`src/rtl/module_bin2bcd_seq_if.sv`:
```
// Start/busy/done handshake and data bundle for the sequential binary-to-BCD converter.
// The master drives start/b; the converter (slave) returns the registered result and status.
interface module_bin2bcd_seq_if #(
  parameter int unsigned WIDTH  = 8,
  parameter int unsigned DIGITS = 3
);
  logic                  start;
  logic [WIDTH-1:0]      b;
  logic [4*DIGITS-1:0]   bcd;
  logic                  busy;
  logic                  done;
  logic                  ovf;

  modport master (output start, b, input bcd, busy, done, ovf);
  modport slave  (input start, b, output bcd, busy, done, ovf);
endinterface

```
`src/rtl/module_bin2bcd_seq.sv`:
```
// Sequential binary-to-BCD converter: shift-and-add-3, one operand bit per clock.
// Results that need more than DIGITS digits report ovf=1 with an all-zero bcd.
module module_bin2bcd_seq #(
  parameter int unsigned WIDTH  = 8,
  parameter int unsigned DIGITS = 3
) (
  input logic                  clk,
  input logic                  rst,
  module_bin2bcd_seq_if.slave  bus
);
  localparam int unsigned CW = $clog2(WIDTH + 1);
  localparam int unsigned BW = 4 * DIGITS;

  typedef enum logic [1:0] {
    IDLE,
    SHIFT,
    DONE
  } state_e;

  state_e           state_q, state_d;
  logic [BW-1:0]    dig_q, dig_d;
  logic [BW-1:0]    adj;
  logic [BW-1:0]    bcd_q, bcd_d;
  logic [WIDTH-1:0] opr_q, opr_d;
  logic [CW-1:0]    cnt_q, cnt_d;
  logic             sticky_q, sticky_d;
  logic             ovf_q, ovf_d;

  always_comb begin
    adj = dig_q;
    for (int unsigned i = 0; i < DIGITS; i++) begin
      if (adj[4*i +: 4] >= 4'd5) adj[4*i +: 4] = adj[4*i +: 4] + 4'd3;
    end

    state_d  = state_q;
    dig_d    = dig_q;
    opr_d    = opr_q;
    cnt_d    = cnt_q;
    sticky_d = sticky_q;
    bcd_d    = bcd_q;
    ovf_d    = ovf_q;

    case (state_q)
      IDLE: begin
        if (bus.start) begin
          opr_d    = bus.b;
          dig_d    = '0;
          sticky_d = 1'b0;
          cnt_d    = CW'(WIDTH);
          state_d  = SHIFT;
        end
      end
      SHIFT: begin
        dig_d    = {adj[BW-2:0], opr_q[WIDTH-1]};
        opr_d    = opr_q << 1;
        sticky_d = sticky_q | adj[BW-1];
        cnt_d    = cnt_q - CW'(1);
        if (cnt_q == CW'(1)) begin
          state_d = DONE;
          // Result registers load on the final shift so they are already valid while done is high.
          ovf_d   = sticky_d;
          bcd_d   = sticky_d ? '0 : dig_d;
        end
      end
      DONE:    state_d = IDLE;
      default: state_d = IDLE;
    endcase
  end

  always_ff @(posedge clk or posedge rst) begin
    if (rst) begin
      state_q  <= IDLE;
      dig_q    <= '0;
      opr_q    <= '0;
      cnt_q    <= '0;
      sticky_q <= 1'b0;
      bcd_q    <= '0;
      ovf_q    <= 1'b0;
    end else begin
      state_q  <= state_d;
      dig_q    <= dig_d;
      opr_q    <= opr_d;
      cnt_q    <= cnt_d;
      sticky_q <= sticky_d;
      bcd_q    <= bcd_d;
      ovf_q    <= ovf_d;
    end
  end

  assign bus.bcd  = bcd_q;
  assign bus.ovf  = ovf_q;
  assign bus.done = (state_q == DONE);
  assign bus.busy = (state_q != IDLE);
endmodule
```
`src/flat_wrapper.sv`:
```
// flat-port wrapper written by rule: the top's interface ports become plain ports
module module_bin2bcd_seq_flat 
#(
  parameter int unsigned WIDTH  = 8,
  parameter int unsigned DIGITS = 3
)
  (clk, rst, bus_start, bus_b, bus_bcd, bus_busy, bus_done, bus_ovf);
  module_bin2bcd_seq_if #(.WIDTH(WIDTH), .DIGITS(DIGITS)) bus_i ();
  input logic clk;
  input logic rst;
  input wire logic [$bits(bus_i.start)-1:0] bus_start;
  input wire logic [$bits(bus_i.b)-1:0] bus_b;
  output wire logic [$bits(bus_i.bcd)-1:0] bus_bcd;
  output wire logic [$bits(bus_i.busy)-1:0] bus_busy;
  output wire logic [$bits(bus_i.done)-1:0] bus_done;
  output wire logic [$bits(bus_i.ovf)-1:0] bus_ovf;
  assign bus_i.start = bus_start;
  assign bus_i.b = bus_b;
  assign bus_bcd = bus_i.bcd;
  assign bus_busy = bus_i.busy;
  assign bus_done = bus_i.done;
  assign bus_ovf = bus_i.ovf;
  module_bin2bcd_seq #(.WIDTH(WIDTH), .DIGITS(DIGITS)) u_core (.clk(clk), .rst(rst), .bus(bus_i));
endmodule
```
`config.mk`:
```
export PLATFORM = sky130hd
export DESIGN_NAME = module_bin2bcd_seq_flat
export DESIGN_NICKNAME = d
export VERILOG_FILES = /design/src/rtl/module_bin2bcd_seq_if.sv /design/src/rtl/module_bin2bcd_seq.sv /design/src/flat_wrapper.sv
export SDC_FILE = /design/constraint.sdc
export NUM_CORES = 1
export LEC_CHECK = 0
export ABC_AREA = 1
export BUFFER_PORTS_ARGS = -buffer_cell sky130_fd_sc_hd__buf_2
export CAP_MARGIN = 10
export CELL_PAD_IN_SITES_DETAIL_PLACEMENT = 0
export CELL_PAD_IN_SITES_GLOBAL_PLACEMENT = 1
export CORE_UTILIZATION = 45
export CTS_CLUSTER_SIZE = 25
export DETAILED_ROUTE_END_ITERATION = 7
export PLACE_DENSITY_LB_ADDON = 0.1
export SLEW_MARGIN = 15
export SYNTH_ARGS = -nofsm -noshare
export SYNTH_HDL_FRONTEND = slang
export SYNTH_SLANG_ARGS = --single-unit
```
`constraint.sdc`:
```
create_clock -name clk -period 2.5 [get_ports clk]
set_input_delay 0.5 -clock clk [delete_from_list [all_inputs] [get_ports clk]]
set_output_delay 0.5 -clock clk [all_outputs]
set_load 0.005 [all_outputs]
```
; ---- Yosys cells after proc, flatten, opt, wreduce, memory -nomap -nowiden
; Index checks and enable logic that the tools add are counted.
[word_totals]
output_inout_bits = 15
elab_cells = 41
regBits = 40
in_bits = 11
[op_classes]
n_lt_le_gt_ge = 3
reduce_logical = 6
bitwise = 1
n_mux = 15
add_sub_neg = 4
n_eq_ne = 5
[ops]
columns = op, count
row1 = $mux 12, 2
row2 = $pmux 12 s2, 1
row3 = $mux 4, 4
row4 = $pmux 8 s2, 1
row5 = $add 4x2->4 const B, 3
row6 = $ge 4x3->1 const B, 3
row7 = $mux 8, 1
row8 = $pmux 4 s2, 1
row9 = $reduce_and 2->1, 3
row10 = $eq 4x1->1 const B, 1
row11 = $mux 2, 2
row12 = $pmux 2 s2, 1
row13 = $reduce_bool 2->1, 2
row14 = $sub 4x1->4 const B, 1
row15 = $eq 2x1->1 const B, 1
row16 = $eq 2x2->1 const B, 1
row17 = $logic_not 2->1, 1
row18 = $ne 2x1->1 const B, 1
row19 = $ne 2x2->1 const B, 1
row20 = $pmux 1 s2, 1
row21 = $mux 1, 1
row22 = $or 1x1->1, 1

; ---- Longest topological paths before layout
; Gate-level depths: netlist of the first run.
[depth]
word_depth = 4
ltp_mapped = 10
depth_no_buf = 9

; ---- Worst setup path before layout of the first run
; Ideal clock, no wire load.
[synth_path]
path_type = reg-to-reg
start = reg u_core.dig_q[8]
end = reg u_core.dig_q[10]
arrival_ns = 1.282
path_buffers = 0
slack_ns = 1.153
synth_period_minus_slack_ns = 1.347
path_stages_with_launch = 9
path_cell_list = dfrtp_1 -> inv_1 -> ha_1 -> inv_1 -> o21ai_1 -> nand2_1 -> o21ai_0 -> nand2_1 -> nand2_1
[synth_via]
elab_chain_len = 3
[synth_rtl]
columns = element, line
row1 = start: declaration, module_bin2bcd_seq.sv:21  ; logic [BW-1:0] dig_q, dig_d;
row2 = start signal: assignment, module_bin2bcd_seq.sv:81  ; dig_q <= dig_d;
row3 = $add 4x2->4 or $ge 4x3->1 (tied branches), module_bin2bcd_seq.sv:32  ; if (adj[4*i +: 4] >= 4'd5) adj[4*i +: 4] = adj[4*i +: 4] + 4'd3;
row4 = $mux 4 *, module_bin2bcd_seq.sv:32
row5 = $pmux 12 s2 *, module_bin2bcd_seq.sv:43  ; case (state_q)
; Every way passes the cells marked *; elsewhere a longest branch is shown, timed or not.
; A chain may end at the register's enable or synchronous reset.

; ---- Worst setup path after layout of the first run
[layout_path]
start = reg u_core.cnt_q[1]
end = reg u_core.bcd_q[5] (netlist: u_core.bus.bcd[5])
[layout_via]
elab_chain_len = 2
[layout_rtl]
columns = element, line
row1 = start: declaration, module_bin2bcd_seq.sv:25  ; logic [CW-1:0] cnt_q, cnt_d;
row2 = start signal: assignment, module_bin2bcd_seq.sv:83  ; cnt_q <= cnt_d;
row3 = $eq 4x1->1, module_bin2bcd_seq.sv:58  ; if (cnt_q == CW'(1)) begin
row4 = $reduce_and 2->1 (no line), -
row5 = end signal: assignment, module_bin2bcd_seq.sv:77  ; bcd_q <= '0;
row6 = end signal: assignment, module_bin2bcd_seq.sv:85  ; bcd_q <= bcd_d;
row7 = end: declaration, module_bin2bcd_seq.sv:23  ; logic [BW-1:0] bcd_q, bcd_d;
; Every way passes these cells.

==> metrics.cfg, run 1 <==
[floorplanning]
die_y_um=68.7
die_area_um2=4720
boundaryPins=26
dieWidth_um=68.7
core-area_um2=4140
num_rows=23
start_util=0.483

[cells_and_area]
fill_cells=406
multi_input_area_um2=832
num_antenna_cells=0
num-nets-final=279
syn_to_final_growth_pct=12.1
regArea_um2=1000
drive_gt1_frac=0.203

[sta]
worst_clock_skew_ns=0.00571
period_share=0.633
clock.fmax_ghz=0.632
drv_slew=0
hold_violations=0
rsz0062_at_grt=false
setup_viol_count_final=0
maxSlewHeadroom=0.654
worst_pin_slew_ns=0.519
setup_tns_ns=0
period_needed_ns=1.58

[synthesis]
syn_area_per_cell_um2=8.63
ys_top_cells_by_area=dfrtp_1 50%, nand2_1 13%, inv_1 5.4%
synth_nets=251
synth_top_area_frac=0.500
synth.yosys.seq_area_share=0.500
yosysUniqueCellTypes=29
synth_cells=232
ys_seq_elements=40
syn_area_um2=2000
yosys.area.top_type=dfrtp_1
yosys_warnings=0

[grt]
grt_overflow=0
antenna_found_initial=0
grt_pass1_vias=1460
grt_max_degree=41
gr-usage-all-layers=0.195
grt_pass1_wl_mm=6.75

[clocking]
clockBufferDepth=2
numCtsBuffers=5
clock-sinks=40
ctsResizeCount=0
clkSlewWorstSetupHoldPaths_ns=0.08
cts-root-buf=clkbuf_8
h-tree-depth=2
cts_tree=done
clock_latency_ns=0.29
cts_setup_buffers=0
hold_buffers=0

[route]
drt-wirelength-per-cell_um=12.7
routed_wl_mm=3.94
drt-initial-drc-count=95
num_vias=1537
firstDrtPassIters=4
vias_per_cell=4.94
drc=0
drtAntennaViolNets=0

[critical_path]
regToRegSetupSlack_ns=0.92
crit_path_max_fanout=14
r2r-end=u_core.bus.bcd[5]
cp.arrival_ns=1.82
rr_worst_depth=8
critPathLaunchType=register
cp_data_required_time_ns=2.74
endpoint_kind=register
reg2reg_from=u_core.cnt_q[1]
criticalPathCategory=register to register

[pwr]
powerDensity_nw_per_um2=1280
peakVddDrop_uv=497
finalPower_mw=2.88
p_leak_nw=1.21

[hold_path]
hp-class=input pin to async pin

[flow_run]
maxCapViolations=0

[run_status]
run_status=finished, final reports clean

[place]
dp_hpwl_mm=2.71
portBuffers=25
place_congestion=0.805

## placed cells by master, fill, tap and decap left out, drive strengths merged, types with 2 or more instances in the layout
master / synthesis / final
ha: 8 / 8
clkbuf: 0 / 8
dfrtp: 40 / 40
o211ai: 5 / 5
nand3: 7 / 7
o21ai: 19 / 19
nand2: 82 / 82
nor2: 16 / 16
buf: 5 / 26
xor2: 2 / 2
inv: 31 / 31
o22ai: 4 / 4
nand4: 3 / 3
a21oi: 5 / 5
## registers in the layout, indices dropped and copies added, names as in the netlist
signal           flops
u_core.bus.bcd      12
u_core.bus.ovf       1
u_core.cnt_q         4
u_core.dig_q        12
u_core.opr_q         8
u_core.state_q       2
u_core.sticky_q      1
## synthesized netlist by cell type (all sizes together)
master	instances
inv	31
o21ai	19
o22ai	4
xor2	2
a21oi	5
o221ai	1
buf	5
clkinv	1
xnor2	1
ha	8
nor2	16
nand4	3
o21bai	1
o211ai	5
nand2	82
dfrtp	40
nand3	7
a22o	1
## metrics by stage
stage	hold slack (ns)	instances	worst slack, ns	instance area, µm²	utilization
2_1_floorplan	0.454	232	1.08	2000	-
3_3_place_gp	0.461	303	0.902	2150	0.520
3_5_place_dp	0.460	303	0.897	2150	0.520
4_1_cts	0.346	311	0.893	2240	0.541
5_1_grt	0.366	311	0.710	2240	0.541
6_report	0.318	311	0.917	2240	0.541
## critical path: stages (launching register included)
cell	delay [ns]
dfrtp_1	0.36
inv_1	0.11
ha_1	0.17
nand2_2	0.09
nor2_8	0.13
nand2_4	0.14
nor2_4	0.36
nand2_1	0.10
nand2_1	0.07
## cell type report
cell class / count / area share
multi-input combinational: 155 / 0.371
clock buffer: 8 / 0.0402
timing repair buffer: 26 / 0.0591
sequential: 40 / 0.446
tap: 50 / 0.0279
inverter: 32 / 0.0558
## report_power, final
part	internal (mW)	switching (mW)
registers	0.936	0.183
clock network	0.225	0.218
logic	0.474	0.844
## how the worst max path moves through the flow
stage / startpoint / end
floorplan: rst / u_core.bus.bcd[0]
finish: u_core.cnt_q[1] / u_core.bus.bcd[5]
CTS: u_core.cnt_q[1] / u_core.bus.bcd[5]
global placement: u_core.cnt_q[1] / u_core.bus.bcd[5]
global route: u_core.cnt_q[1] / u_core.bus.bcd[5]
detailed placement: bus_start / u_core.opr_q[0]
## logic make-up after synthesis
family	share of synthesized area
and+or+nand+nor	0.249
AOI/OAI and AO/OA	0.104
adders and majority gates	0.0500
xor gates and xnor gates	0.0131
DFF	0.500
buffers and inverters	0.0844
## metal layers
layer,up-vias,GRT usage,routed length [µm]
met5,-,0,0
met4,0,0.0536,29
met3,4,0.0444,132
met2,28,0.299,1730
met1,712,0.275,2050
li1,793,-,-
Power figures use the tool's default switching activity.
==> run 2, diff against run 1 <==
CORE_UTILIZATION = 43   (was 45)
clock period = 1.6 ns   (was 2.5 ns; I/O delays follow)
==> metrics.cfg, run 2 (synthesis results as in run 1) <==
[grt]
grt_overflow=0  ; unchanged
grt_use_met1=0.249  ; was 0.275
grtUsageMet3=0.0433  ; was 0.0444
grt_max_degree=41  ; unchanged
gr-usage-all-layers=0.183  ; was 0.195
antenna_found_initial=0  ; unchanged
grt.met2_usage=0.287  ; was 0.299
top_usage_layer=met2  ; unchanged
grt_pass1_wl_mm=6.97  ; was 6.75 mm
grt_pass1_vias=1495  ; was 1460

[route]
firstDrtPassIters=4  ; unchanged
drtAntennaViolNets=0  ; unchanged
drt-wirelength-per-cell_um=12.2  ; was 12.7 µm
routed_wl_mm=3.91  ; was 3.94 mm
num_vias=1518  ; was 1537
drc=0  ; unchanged
drt-initial-drc-count=57  ; was 95
vias_per_cell=4.74  ; was 4.94

[critical_path]
regToRegSetupSlack_ns=0.11  ; was 0.92 ns
critPathLaunchType=register  ; unchanged
endpoint_kind=register  ; unchanged
cp_cell_sequence=buf_4 > ha_1 > inv_1 > a21oi_1 > nand2_1 > nand3_2 > nor2_4 > buf_12 > nand2_1 > nand2_1  ; was inv_1 > ha_1 > nand2_2 > nor2_8 > nand2_4 > nor2_4 > nand2_1 > nand2_1
cp_data_required_time_ns=1.84  ; was 2.74 ns
crit_slowest_cell=dfrtp_1  ; unchanged
reg2reg_from=u_core.dig_q[8]  ; was u_core.cnt_q[1]
crit_path_start=u_core.dig_q[8]  ; was u_core.cnt_q[1]
cp.arrival_ns=1.73  ; was 1.82 ns
worstPathBufferInverterCount=3  ; was 1
cpLargestDelayFamily=simple AND/OR/NAND/NOR gates  ; unchanged
path_common_cell=nand2_1  ; unchanged
critical_path.max_stage_delay_ns=0.38  ; was 0.36 ns
criticalPathCategory=register to register  ; unchanged
rr_worst_depth=10  ; was 8
crit_path_max_fanout=11  ; was 14
r2r-end=u_core.bus.bcd[5]  ; unchanged

[clocking]
hold_buffers=0  ; unchanged
clock_latency_ns=0.30  ; was 0.29 ns
clock-sinks=40  ; unchanged
cts_tree=done  ; unchanged
clockBufferDepth=2  ; unchanged
numCtsBuffers=5  ; unchanged
h-tree-depth=2  ; unchanged
clkSlewWorstSetupHoldPaths_ns=0.08  ; about the same
cts-root-buf=clkbuf_8  ; unchanged

[flow_run]
maxCapViolations=0  ; unchanged

[sta]
rsz0062_at_grt=false  ; unchanged
drv_slew=0  ; unchanged
setup_tns_ns=0  ; unchanged
hold_violations=0  ; unchanged
setup_viol_count_final=0  ; unchanged
clock.fmax_ghz=0.671  ; was 0.632 GHz
maxSlewHeadroom=0.659  ; was 0.654
period_needed_ns=1.49  ; was 1.58 ns
period_share=0.932  ; was 0.633
worst_pin_slew_ns=0.512  ; was 0.519 ns
worst_clock_skew_ns=0.00775  ; was 0.00571 ns

[cells_and_area]
drive_gt1_frac=0.243  ; was 0.203
syn_to_final_growth_pct=17.3  ; was 12.1%
num_antenna_cells=0  ; unchanged
num-nets-final=286  ; was 279
fill_cells=426  ; was 406
mostFrequentLayoutCells=68 x nand2_1, 40 x dfrtp_1, 29 x inv_1  ; unchanged
fin_cells=320  ; was 311
final_common_cell=nand2_1  ; unchanged

[floorplanning]
dieWidth_um=70.2  ; was 68.7 µm
num_rows=24  ; was 23
boundaryPins=26  ; unchanged
start_util=0.454  ; was 0.483
die_y_um=70.2  ; was 68.7 µm
die_area_um2=4930  ; was 4720 µm²
core-area_um2=4410  ; was 4140 µm²

[place]
dp_hpwl_mm=2.78  ; was 2.71 mm
portBuffers=25  ; unchanged
dpl.cell_count=308  ; was 303
place_congestion=0.770  ; was 0.805

[pwr]
p_leak_nw=1.26  ; was 1.21 nW
peakVddDrop_uv=720  ; was 497 µV
powerDensity_nw_per_um2=2020  ; was 1280 nW/µm²

[hold_path]
hp-class=input pin to async pin  ; unchanged

[run_status]
run_status=finished, final reports clean  ; unchanged

run 2: area by class of cell:
class	instances	area, µm²	area share
clock inverters	3	42.5	0.0181
clock buffers	5	68.8	0.0293
well taps	52	65.1	0.0277
multi-input cells	155	848	0.361
repair buffers	33	198	0.0842
flip-flops and latches	40	1000	0.426
inverters	32	125	0.0533
run 2: worst max-delay path by stage:
stage,to,slack [ns],cells after the start
after floorplan,u_core.dig_q[10],0.25,8
after global placement,u_core.bus.bcd[10],0.05,8
after detailed placement,u_core.dig_q[10],0.06,8
after CTS,u_core.dig_q[10],0.04,8
after global routing,u_core.dig_q[4],0.0007,9
final,u_core.bus.bcd[5],0.11,10
run 2: worst min-delay path: cells and delay by family:
kind	cells	cell delay, ns
buf+inv	3	0.54
run 2: stage by stage:
stage / worst slack, ns / util / area [µm²] / hold WS, ns / total power, mW
6_report: 0.109 / 0.532 / 2350 / 0.125 / 4.76
5_1_grt: 0.000719 / 0.532 / 2350 / 0.189 / 5.26
4_1_cts: 0.0351 / 0.519 / 2290 / 0.145 / 4.74
3_5_place_dp: 0.0561 / 0.493 / 2180 / 0.462 / 3.89
3_3_place_gp: 0.0529 / 0.493 / 2180 / 0.458 / 3.87
2_1_floorplan: 0.253 / - / 2000 / 0.440 / 3.34
run 2: what timing repair did:
action                     CTS  global route
buffers inserted             0             4
setup endpoints to repair    0            16
resized for setup            0             4
run 2: per-layer routing:
| metal | routed length, µm | up-vias |
|---|---|---|
| li1 | - | 799 |
| met2 | 1790 | 26 |
| met4 | 55 | 0 |
| met3 | 106 | 5 |
| met5 | 0 | - |
| met1 | 1960 | 688 |
run 2: report_power, final:
group	internal (mW)	switching, mW
Sequential	1.46	0.273
Clock	0.462	0.368
Combinational	0.833	1.36
